--- src/rtl/pcsp_seq_pkg.sv ---
// Shared definitions for the PC/SP sequencer:
// op codes, FSM states and reset defaults.
package pcsp_seq_pkg;

  localparam logic [2:0] OP_NOP    = 3'd0;
  localparam logic [2:0] OP_PCINC  = 3'd1;
  localparam logic [2:0] OP_LDPC   = 3'd2;
  localparam logic [2:0] OP_LDSP   = 3'd3;
  localparam logic [2:0] OP_PUSH2  = 3'd4;
  localparam logic [2:0] OP_POP2   = 3'd5;
  localparam logic [2:0] OP_PCINC2 = 3'd6;

  typedef enum logic [1:0] {
    ST_IDLE  = 2'd0,
    ST_STEP1 = 2'd1,
    ST_STEP2 = 2'd2
  } state_e;

  localparam int RST_PC_DEF = 0;
  localparam int RST_SP_DEF = 0;

  function automatic logic is_two_step(
    input logic [2:0] op
  );
    return (op == OP_PUSH2) ||
           (op == OP_POP2)  ||
           (op == OP_PCINC2);
  endfunction

endpackage

--- src/rtl/pcsp_seq_incdec.sv ---
// 16-bit incrementer/decrementer datapath.
// oF[0] is carry out (inc) or borrow (dec).
module incdec #(
  parameter int DATASIZE = 16
) (
  input  logic [DATASIZE-1:0] iA,
  input  logic                iS,
  output logic [DATASIZE-1:0] oY,
  output logic [0:0]          oF
);

  localparam logic [DATASIZE:0] ONE = 1;

  logic [DATASIZE:0] ext;

  always_comb begin
    if (iS) ext = {1'b0, iA} - ONE;
    else    ext = {1'b0, iA} + ONE;
  end

  assign oY    = ext[DATASIZE-1:0];
  assign oF[0] = ext[DATASIZE];

endmodule

--- src/rtl/pcsp_seq.sv ---
// PC/SP owner: single-step PC advance, loads,
// and two-step PUSH/POP through one shared incdec.
module pcsp_seq
  import pcsp_seq_pkg::*;
#(
  parameter int DATASIZE = 16,
  parameter int RSTPC    = RST_PC_DEF,
  parameter int RSTSP    = RST_SP_DEF
) (
  input  logic                iClk,
  input  logic                iRstN,
  input  logic                iReq,
  input  logic [2:0]          iOp,
  input  logic [DATASIZE-1:0] iData,
  output logic                oBusy,
  output logic                oDone,
  output logic                oStep,
  output logic [DATASIZE-1:0] oAddr,
  output logic [DATASIZE-1:0] oPC,
  output logic [DATASIZE-1:0] oSP,
  output logic                oWrap
);

  state_e state, nstate;
  logic [2:0] op_q;

  logic [DATASIZE-1:0] pc, sp, addr;
  logic [DATASIZE-1:0] pc_d, sp_d, addr_d;
  logic wrap, step, done;
  logic wrap_d, step_d, done_d;

  logic accept, arith;
  logic [2:0] cur_op;
  logic is_push, is_pop, is_pinc2;
  logic is_pinc, is_ldpc, is_ldsp;

  logic [DATASIZE-1:0] id_a, id_y;
  logic [0:0] id_f;
  logic id_s;

  assign accept = iReq && (state == ST_IDLE);
  assign arith  = accept || (state == ST_STEP1);
  assign cur_op = (state == ST_IDLE) ? iOp : op_q;

  assign is_push  = cur_op == OP_PUSH2;
  assign is_pop   = cur_op == OP_POP2;
  assign is_pinc2 = cur_op == OP_PCINC2;
  assign is_pinc  = cur_op == OP_PCINC;
  assign is_ldpc  = cur_op == OP_LDPC;
  assign is_ldsp  = cur_op == OP_LDSP;

  // Stack ops route SP through the shared
  // incdec; everything else advances PC.
  assign id_a = (is_push || is_pop) ? sp : pc;
  assign id_s = is_push;

  incdec #(
    .DATASIZE(DATASIZE)
  ) u_incdec (
    .iA(id_a),
    .iS(id_s),
    .oY(id_y),
    .oF(id_f)
  );

  always_ff @(posedge iClk or negedge iRstN) begin
    if (!iRstN) begin
      state <= ST_IDLE;
      op_q  <= OP_NOP;
    end else begin
      state <= nstate;
      if (accept) op_q <= iOp;
    end
  end

  always_comb begin
    nstate = state;
    unique case (state)
      ST_IDLE:
        if (accept && is_two_step(iOp))
          nstate = ST_STEP1;
      ST_STEP1: nstate = ST_STEP2;
      ST_STEP2: nstate = ST_IDLE;
      default:  nstate = ST_IDLE;
    endcase
  end

  always_comb begin
    pc_d   = pc;
    sp_d   = sp;
    addr_d = addr;
    wrap_d = wrap;
    step_d = 1'b0;
    done_d = 1'b0;
    if (state == ST_STEP2) begin
      done_d = 1'b1;
    end else if (arith) begin
      unique case (1'b1)
        is_push: begin
          sp_d   = id_y;
          addr_d = id_y;
          step_d = 1'b1;
          wrap_d = id_f[0];
        end
        is_pop: begin
          sp_d   = id_y;
          addr_d = sp;
          step_d = 1'b1;
          wrap_d = id_f[0];
        end
        is_pinc2: begin
          pc_d   = id_y;
          wrap_d = id_f[0];
        end
        is_pinc: begin
          pc_d   = id_y;
          wrap_d = id_f[0];
          done_d = 1'b1;
        end
        is_ldpc: begin
          pc_d   = iData;
          done_d = 1'b1;
        end
        is_ldsp: begin
          sp_d   = iData;
          done_d = 1'b1;
        end
        default: done_d = 1'b1;
      endcase
    end
  end

  always_ff @(posedge iClk or negedge iRstN) begin
    if (!iRstN) begin
      pc   <= DATASIZE'(RSTPC);
      sp   <= DATASIZE'(RSTSP);
      addr <= '0;
      wrap <= 1'b0;
      step <= 1'b0;
      done <= 1'b0;
    end else begin
      pc   <= pc_d;
      sp   <= sp_d;
      addr <= addr_d;
      wrap <= wrap_d;
      step <= step_d;
      done <= done_d;
    end
  end

  assign oBusy = state != ST_IDLE;
  assign oDone = done;
  assign oStep = step;
  assign oAddr = addr;
  assign oPC   = pc;
  assign oSP   = sp;
  assign oWrap = wrap;

endmodule

--- config.mk ---
export PLATFORM = sky130hd
export DESIGN_NAME = pcsp_seq
export DESIGN_NICKNAME = d
export VERILOG_FILES = /design/src/rtl/pcsp_seq_pkg.sv /design/src/rtl/pcsp_seq_incdec.sv /design/src/rtl/pcsp_seq.sv
export SDC_FILE = /design/constraint.sdc
export NUM_CORES = 1
export LEC_CHECK = 0
export BUFFER_PORTS_ARGS = -buffer_cell sky130_fd_sc_hd__buf_2
export CORE_MARGIN = 3
export CORE_UTILIZATION = 30
export CTS_CLUSTER_SIZE = 14
export DETAILED_ROUTE_END_ITERATION = 7
export SYNTH_ARGS = -nofsm -noshare
export SYNTH_HDL_FRONTEND = slang
export SYNTH_SLANG_ARGS = --single-unit
--- constraint.sdc ---
create_clock -name iClk -period 8.2 [get_ports iClk]
set_input_delay 0 -clock iClk [delete_from_list [all_inputs] [get_ports iClk]]
set_output_delay 0 -clock iClk [all_outputs]
set_load 0.02 [all_outputs]
==> flow_summary.ini, run 1 <==
[status]
outcome = completed

[cells_and_area]
nets = 536
layout_common_cells = buf_2 (73), nand2_1 (63), nor2_1 (56), dfrtp_1 (56), a21oi_1 (52)
stdcell_count = 639
multi_input_area_sq_um = 2130
area_growth_pct = 19.7
final_common_cell = buf_2
regArea_sq_um = 1400
n_fill_cell = 1189
diodes = 0
drive_gt1_share_pct = 23.6

[setup_path]
start_kind = register
crit_slowest_cell = mux2_2
worstSetupEndpointType = register
cpMostUsedCell = nor2_1
arrival_ns = 3.98
slowest_delay_ns = 0.60
required_ns = 8.39
critPathTopFamily = compound AO/OA/AOI/OAI gates
r2r_slack_ns = 4.41
critical_path.cell_chain = nor2_4 > inv_2 > mux2_2 > nor2_1 > buf_4 > ha_1 > a21o_1 > a2111oi_0 > nor2_1 > o22ai_1 > o21ai_0 > a311oi_1
crit_fanout = 22
path_class = register to register
cp_num_buf_inv = 2

[sta]
hold_violations = 0
min_period_ns = 3.79
skew_ns = 0.00826
tightest_slew_ns = 0.966
tns_ns = 0
fmax_ghz = 0.264
drv_slew = 0
setup_viol = 0
min_period_over_period_pct = 46.2
slew_headroom_pct = 35.6
grt_setup_unrepaired = no

[drt]
ant_nets = 0
drtIter0Drc = 282
viasPerCell = 5.30
detail_route.first_pass.iterations = 4
drc_errors = 0
wl_mm = 11.1
vias = 3385
wl_per_cell_um = 17.3

[die]
rows = 39
die_w_um = 116
pin_count = 74
coreArea_sq_um = 11600
die_y_um = 116
initial_core_util_pct = 31.3
dieArea_sq_um = 13500

[grt]
grt_pass1_vias = 3353
grt-ovfl-total = 0
grt_pass1_wl_mm = 17.6
gr-usage-all-layers_pct = 16.8
grt_antenna_before_repair = 0
grt_max_degree = 57

[synthesis]
synth_edf_count = 0
synth_cell_type_count = 56
synthesis.area_sq_um = 3630
synthFlopType = dfrtp_1
ys_seq_area_share_pct = 38.6
synth_nets = 460
ys_async_sr_fraction_pct = 100
synth_seq_cells = 56
yosysWarnings = 0
synth.avg_cell_area_sq_um = 8.60
synthCells = 422

[power]
ir_drop_mv = 0.0921
power_switching_share_pct = 47.9
total_leakage_power_nw = 1.96
comb_power_share_pct = 57.9
seqPwrFrac_pct = 29.9
p_int_mw = 0.863
switching_power_mw = 0.793
pwr-share-clk_pct = 12.2
powerDensity_nw_per_um2 = 381

[placement]
place_inst = 624
dpl.hpwl_mm = 7.85
io_buffer_count = 73
gp_congestion = 0.894

[clock_network]
insertion_delay_ns = 0.30
cts_buffer_depth = 2
cts_buffers = 5
post_cts_resized = 0
h-tree-depth = 2
cts_tree = yes
clockRootBuffer = clkbuf_16
clock_sinks = 56
clk_pin_slew_worst_paths_ns = 0.07
post_cts.repair.setup_buffers = 0

[hold_path]
hold_class = input port to register

[flow_run]
timing.max_cap.violations = 0
path summary, 6_finish.rpt:
| check | start | endpoint | cells after the start |
|---|---|---|---|
| worst max-delay path | state[0]$_DFFE_PN0P_ | oWrap$_DFFE_PN0P_ | 12 |
| worst min-delay path | iOp[2] | state[0]$_DFFE_PN0P_ | 2 |
| worst max register to register | state[0]$_DFFE_PN0P_ | oWrap$_DFFE_PN0P_ | 12 |
| worst min register to register | oAddr[2]$_DFFE_PN0P_ | oAddr[2]$_DFFE_PN0P_ | 2 |
| max in group asynchronous | iRstN | oSP[8]$_DFFE_PN0P_ | 3 |
| min in group asynchronous | iRstN | op_q[2]$_DFFE_PN0P_ | 3 |
through the flow:
stage	utilization [%]	hold slack, ns	area (sq um)	worst slack, ns	power, mW
finish	37.4	0.00924	4350	4.41	1.66
global route	37.4	0.0172	4350	4.14	1.79
CTS	37.4	0.00625	4350	4.40	1.67
detailed placement	35.5	0.196	4120	4.41	1.46
global placement	35.5	0.187	4120	4.57	1.45
floorplan	-	-0.296	3630	4.12	1.17
power by group through the flow:
stage                     logic, mW  registers [mW]  clock network [mW]
after floorplan               0.546           0.620                   0
after global placement        0.951           0.496                   0
after detailed placement      0.954           0.501                   0
after CTS                     0.962           0.496               0.209
after global routing           1.06           0.513               0.220
final                         0.958           0.495               0.202
state kept, by name (all words and copies together) (netlist names):
register	flops
oPC	16
oDone	1
oSP	16
oWrap	1
oAddr	16
op_q	3
oStep	1
state	2
routing by layer:
| metal | share of wire [%] | vias up | track usage, % |
|---|---|---|---|
| li1 | - | 1667 | - |
| met2 | 49 | 99 | 28.5 |
| met5 | 0 | - | 0 |
| met3 | 6.3 | 9 | 2.61 |
| met4 | 1.5 | 0 | 5.26 |
| met1 | 43 | 1610 | 21.9 |
Yosys cell counts, types with 5 or more instances:
| cell type | instances | area [sq um] |
|---|---|---|
| xnor2_1 | 8 | 70.1 |
| a21oi_1 | 52 | 260 |
| mux2_2 | 19 | 214 |
| ha_1 | 15 | 188 |
| nor3_1 | 8 | 40.0 |
| buf_2 | 7 | 35.0 |
| nand2_1 | 63 | 236 |
| clkbuf_1 | 10 | 37.5 |
| o21ai_0 | 20 | 100 |
| a31oi_1 | 16 | 100 |
| dfrtp_1 | 56 | 1400 |
| o211ai_1 | 8 | 60.1 |
| xor2_1 | 5 | 43.8 |
| nor2_1 | 56 | 210 |
| nand3_1 | 12 | 60.1 |
| and3_1 | 5 | 31.3 |
worst reg2reg max path: cells and delay by family, from the launching register on:
family | cells | cell delay [ns]
adder cells (fa/ha/maj) | 1 | 0.42
AO/OA/AOI/OAI | 5 | 1.41
flip-flops | 1 | 0.48
multiplexers | 1 | 0.60
buffers and inverters | 2 | 0.34
AND/OR/NAND/NOR | 3 | 0.45
kinds of logic (layout without fill, tap and decap cells):
group | Yosys count | after routing | synth area share, %
xor+xnor | 13 | 13 | 3.14
flops | 56 | 56 | 38.6
fa+ha+maj | 16 | 16 | 5.72
mux | 23 | 23 | 7.44
buf+inv | 22 | 96 | 2.86
compound gates | 131 | 131 | 22.4
simple gates | 161 | 161 | 19.8
cell type report:
class	count	share of cell area [%]
multi-input cells	344	48.9
flip-flops and latches	56	32.2
repair buffers	88	11.6
well taps	143	4.12
clock buffers	5	2.88
inverters	3	0.288
timing repair:
| action | in CTS | in global routing |
|---|---|---|
| hold buffers | 10 | 0 |
| hold endpoints to repair | 72 | 0 |
| endpoints found under the setup margin | 0 | 0 |
No activity file was read; power rests on OpenSTA's default activity.
==> inputs of run 2 (changes only) <==
==> constraint.sdc (replaced) <==
create_clock -name iClk -period 3.95 [get_ports iClk]
set_input_delay 0 -clock iClk [delete_from_list [all_inputs] [get_ports iClk]]
set_output_delay 0 -clock iClk [all_outputs]
set_load 0.02 [all_outputs]
==> flow_summary.ini, run 2 (same netlist as run 1, synthesis figures left out) <==
[drt]
wl_per_cell_um = 17.7
ant_nets = 0
drc_errors = 0
drtIter0Drc = 270
vias = 3526
viasPerCell = 5.45
detail_route.first_pass.iterations = 5
wl_mm = 11.5

[die]
coreArea_sq_um = 11600
rows = 39
die_w_um = 116
initial_core_util_pct = 31.3
pin_count = 74
die_y_um = 116
dieArea_sq_um = 13500

[setup_path]
start_kind = register
path_class = register to register
r2r-start = state[0]$_DFFE_PN0P_
crit_slowest_cell = dfrtp_1
critical_path.cell_chain = nor4b_4 > o21ba_4 > nor2_2 > buf_4 > ha_1 > a21o_1 > a31oi_1 > mux2i_4 > o22ai_2 > nor3_1 > a211o_1 > o211ai_1
crit_fanout = 22
worstSetupEndpointType = register
crit_start = state[0]$_DFFE_PN0P_
slowest_delay_ns = 0.48
required_ns = 4.16
arrival_ns = 3.87

[clock_network]
cts_buffer_depth = 2
post_cts_resized = 0
post_cts.repair.setup_buffers = 0
clk_pin_slew_worst_paths_ns = 0.07
clock_sinks = 56
cts_buffers = 5
insertion_delay_ns = 0.30
h-tree-depth = 2
clockRootBuffer = clkbuf_16
cts_tree = yes

[cells_and_area]
area_growth_pct = 21.8
final_core_util_pct = 38.1
drive_gt1_share_pct = 25.0
final_cell_area_sq_um = 4420
layout_common_cells = buf_2 (73), nand2_1 (63), dfrtp_1 (56), nor2_1 (55), a21oi_1 (52)
diodes = 0
final_common_cell = buf_2
nets = 542
stdcell_count = 647

[power]
total_power_mw = 3.51
powerDensity_nw_per_um2 = 794
total_leakage_power_nw = 2.00
ir_drop_mv = 0.200

[sta]
tightest_slew_ns = 0.752
skew_ns = 0.00430
min_period_over_period_pct = 92.7
tns_ns = 0
postLayoutSetupSlackWorst_ns = 0.288
slew_headroom_pct = 49.3
min_period_ns = 3.66
hold_violations = 0
hold_slack_ns = 0.0192
grt_setup_unrepaired = no
fmax_ghz = 0.273
drv_slew = 0
setup_viol = 0

[placement]
io_buffer_count = 73
pre_cts_slack_ns = 0.294
place_inst = 630
dpl.hpwl_mm = 8.20
placed_area_sq_um = 4170
gp_congestion = 0.951

[grt]
grt-ovfl-total = 0
grt_pass1_wl_mm = 18.1
grt_antenna_before_repair = 0
grt_max_degree = 57
grt_pass1_vias = 3390
gr-usage-all-layers_pct = 17.1

[status]
outcome = completed

[hold_path]
min-delay-start = iOp[2]
hold_class = input port to register

[flow_run]
timing.max_cap.violations = 0
==> run 2: cell count changes in the layout (fill, tap and decap cells not counted) <==
cell / change
buf_4: +6
nor2_1: -1
clkbuf_8: +2
nor2_2: +1
==> run 2: repair_timing <==
action                                  4_1_cts  5_1_grt
endpoints found under the hold margin        72        0
endpoints found under the setup margin        0        0
hold buffers                                 10        0
==> run 2: where the power goes <==
| part | switching, mW | total [mW] | internal, mW |
|---|---|---|---|
| clock | 0.205 | 0.472 | 0.267 |
| combinational | 1.25 | 2.01 | 0.757 |
| sequential | 0.212 | 1.03 | 0.818 |
==> run 2: worst max-delay path: cells and delay by family (launching register included) <==
kind | cells | cell delay (ns)
multiplexers | 1 | 0.17
AO/OA/AOI/OAI | 6 | 1.59
adder cells (fa/ha/maj) | 1 | 0.31
flip-flops | 1 | 0.48
AND/OR/NAND/NOR | 3 | 0.77
buffers and inverters | 1 | 0.23
==> run 2: area by class of cell <==
cell class,instances,area [sq um]
inverter,3,12.5
multi-input combinational,344,2130
sequential,56,1400
fill,1197,7190
clock buffer,7,153
timing repair buffer,94,548
tap,143,179
==> run 2: routing by layer <==
layer | up-vias | global-route usage (%) | wire [um]
li1 | 1689 | - | -
met5 | - | 0 | 0
met3 | 17 | 2.92 | 578
met1 | 1725 | 22.6 | 5110
met4 | 0 | 6.65 | 244
met2 | 95 | 28.1 | 5540
==> run 2: worst paths after layout <==
kind,endpoint,slack (ns),cells past startpoint
setup reg to reg,oSP[15]$_DFFE_PN0P_,0.29,12
setup / recovery,oSP[15]$_DFFE_PN0P_,0.29,12
max in group asynchronous,oSP[4]$_DFFE_PN0P_,3.07,3
hold reg to reg,oAddr[9]$_DFFE_PN0P_,0.50,2
hold / removal,state[0]$_DFFE_PN0P_,0.02,2
min in group asynchronous,state[1]$_DFFE_PN0P_,0.39,3
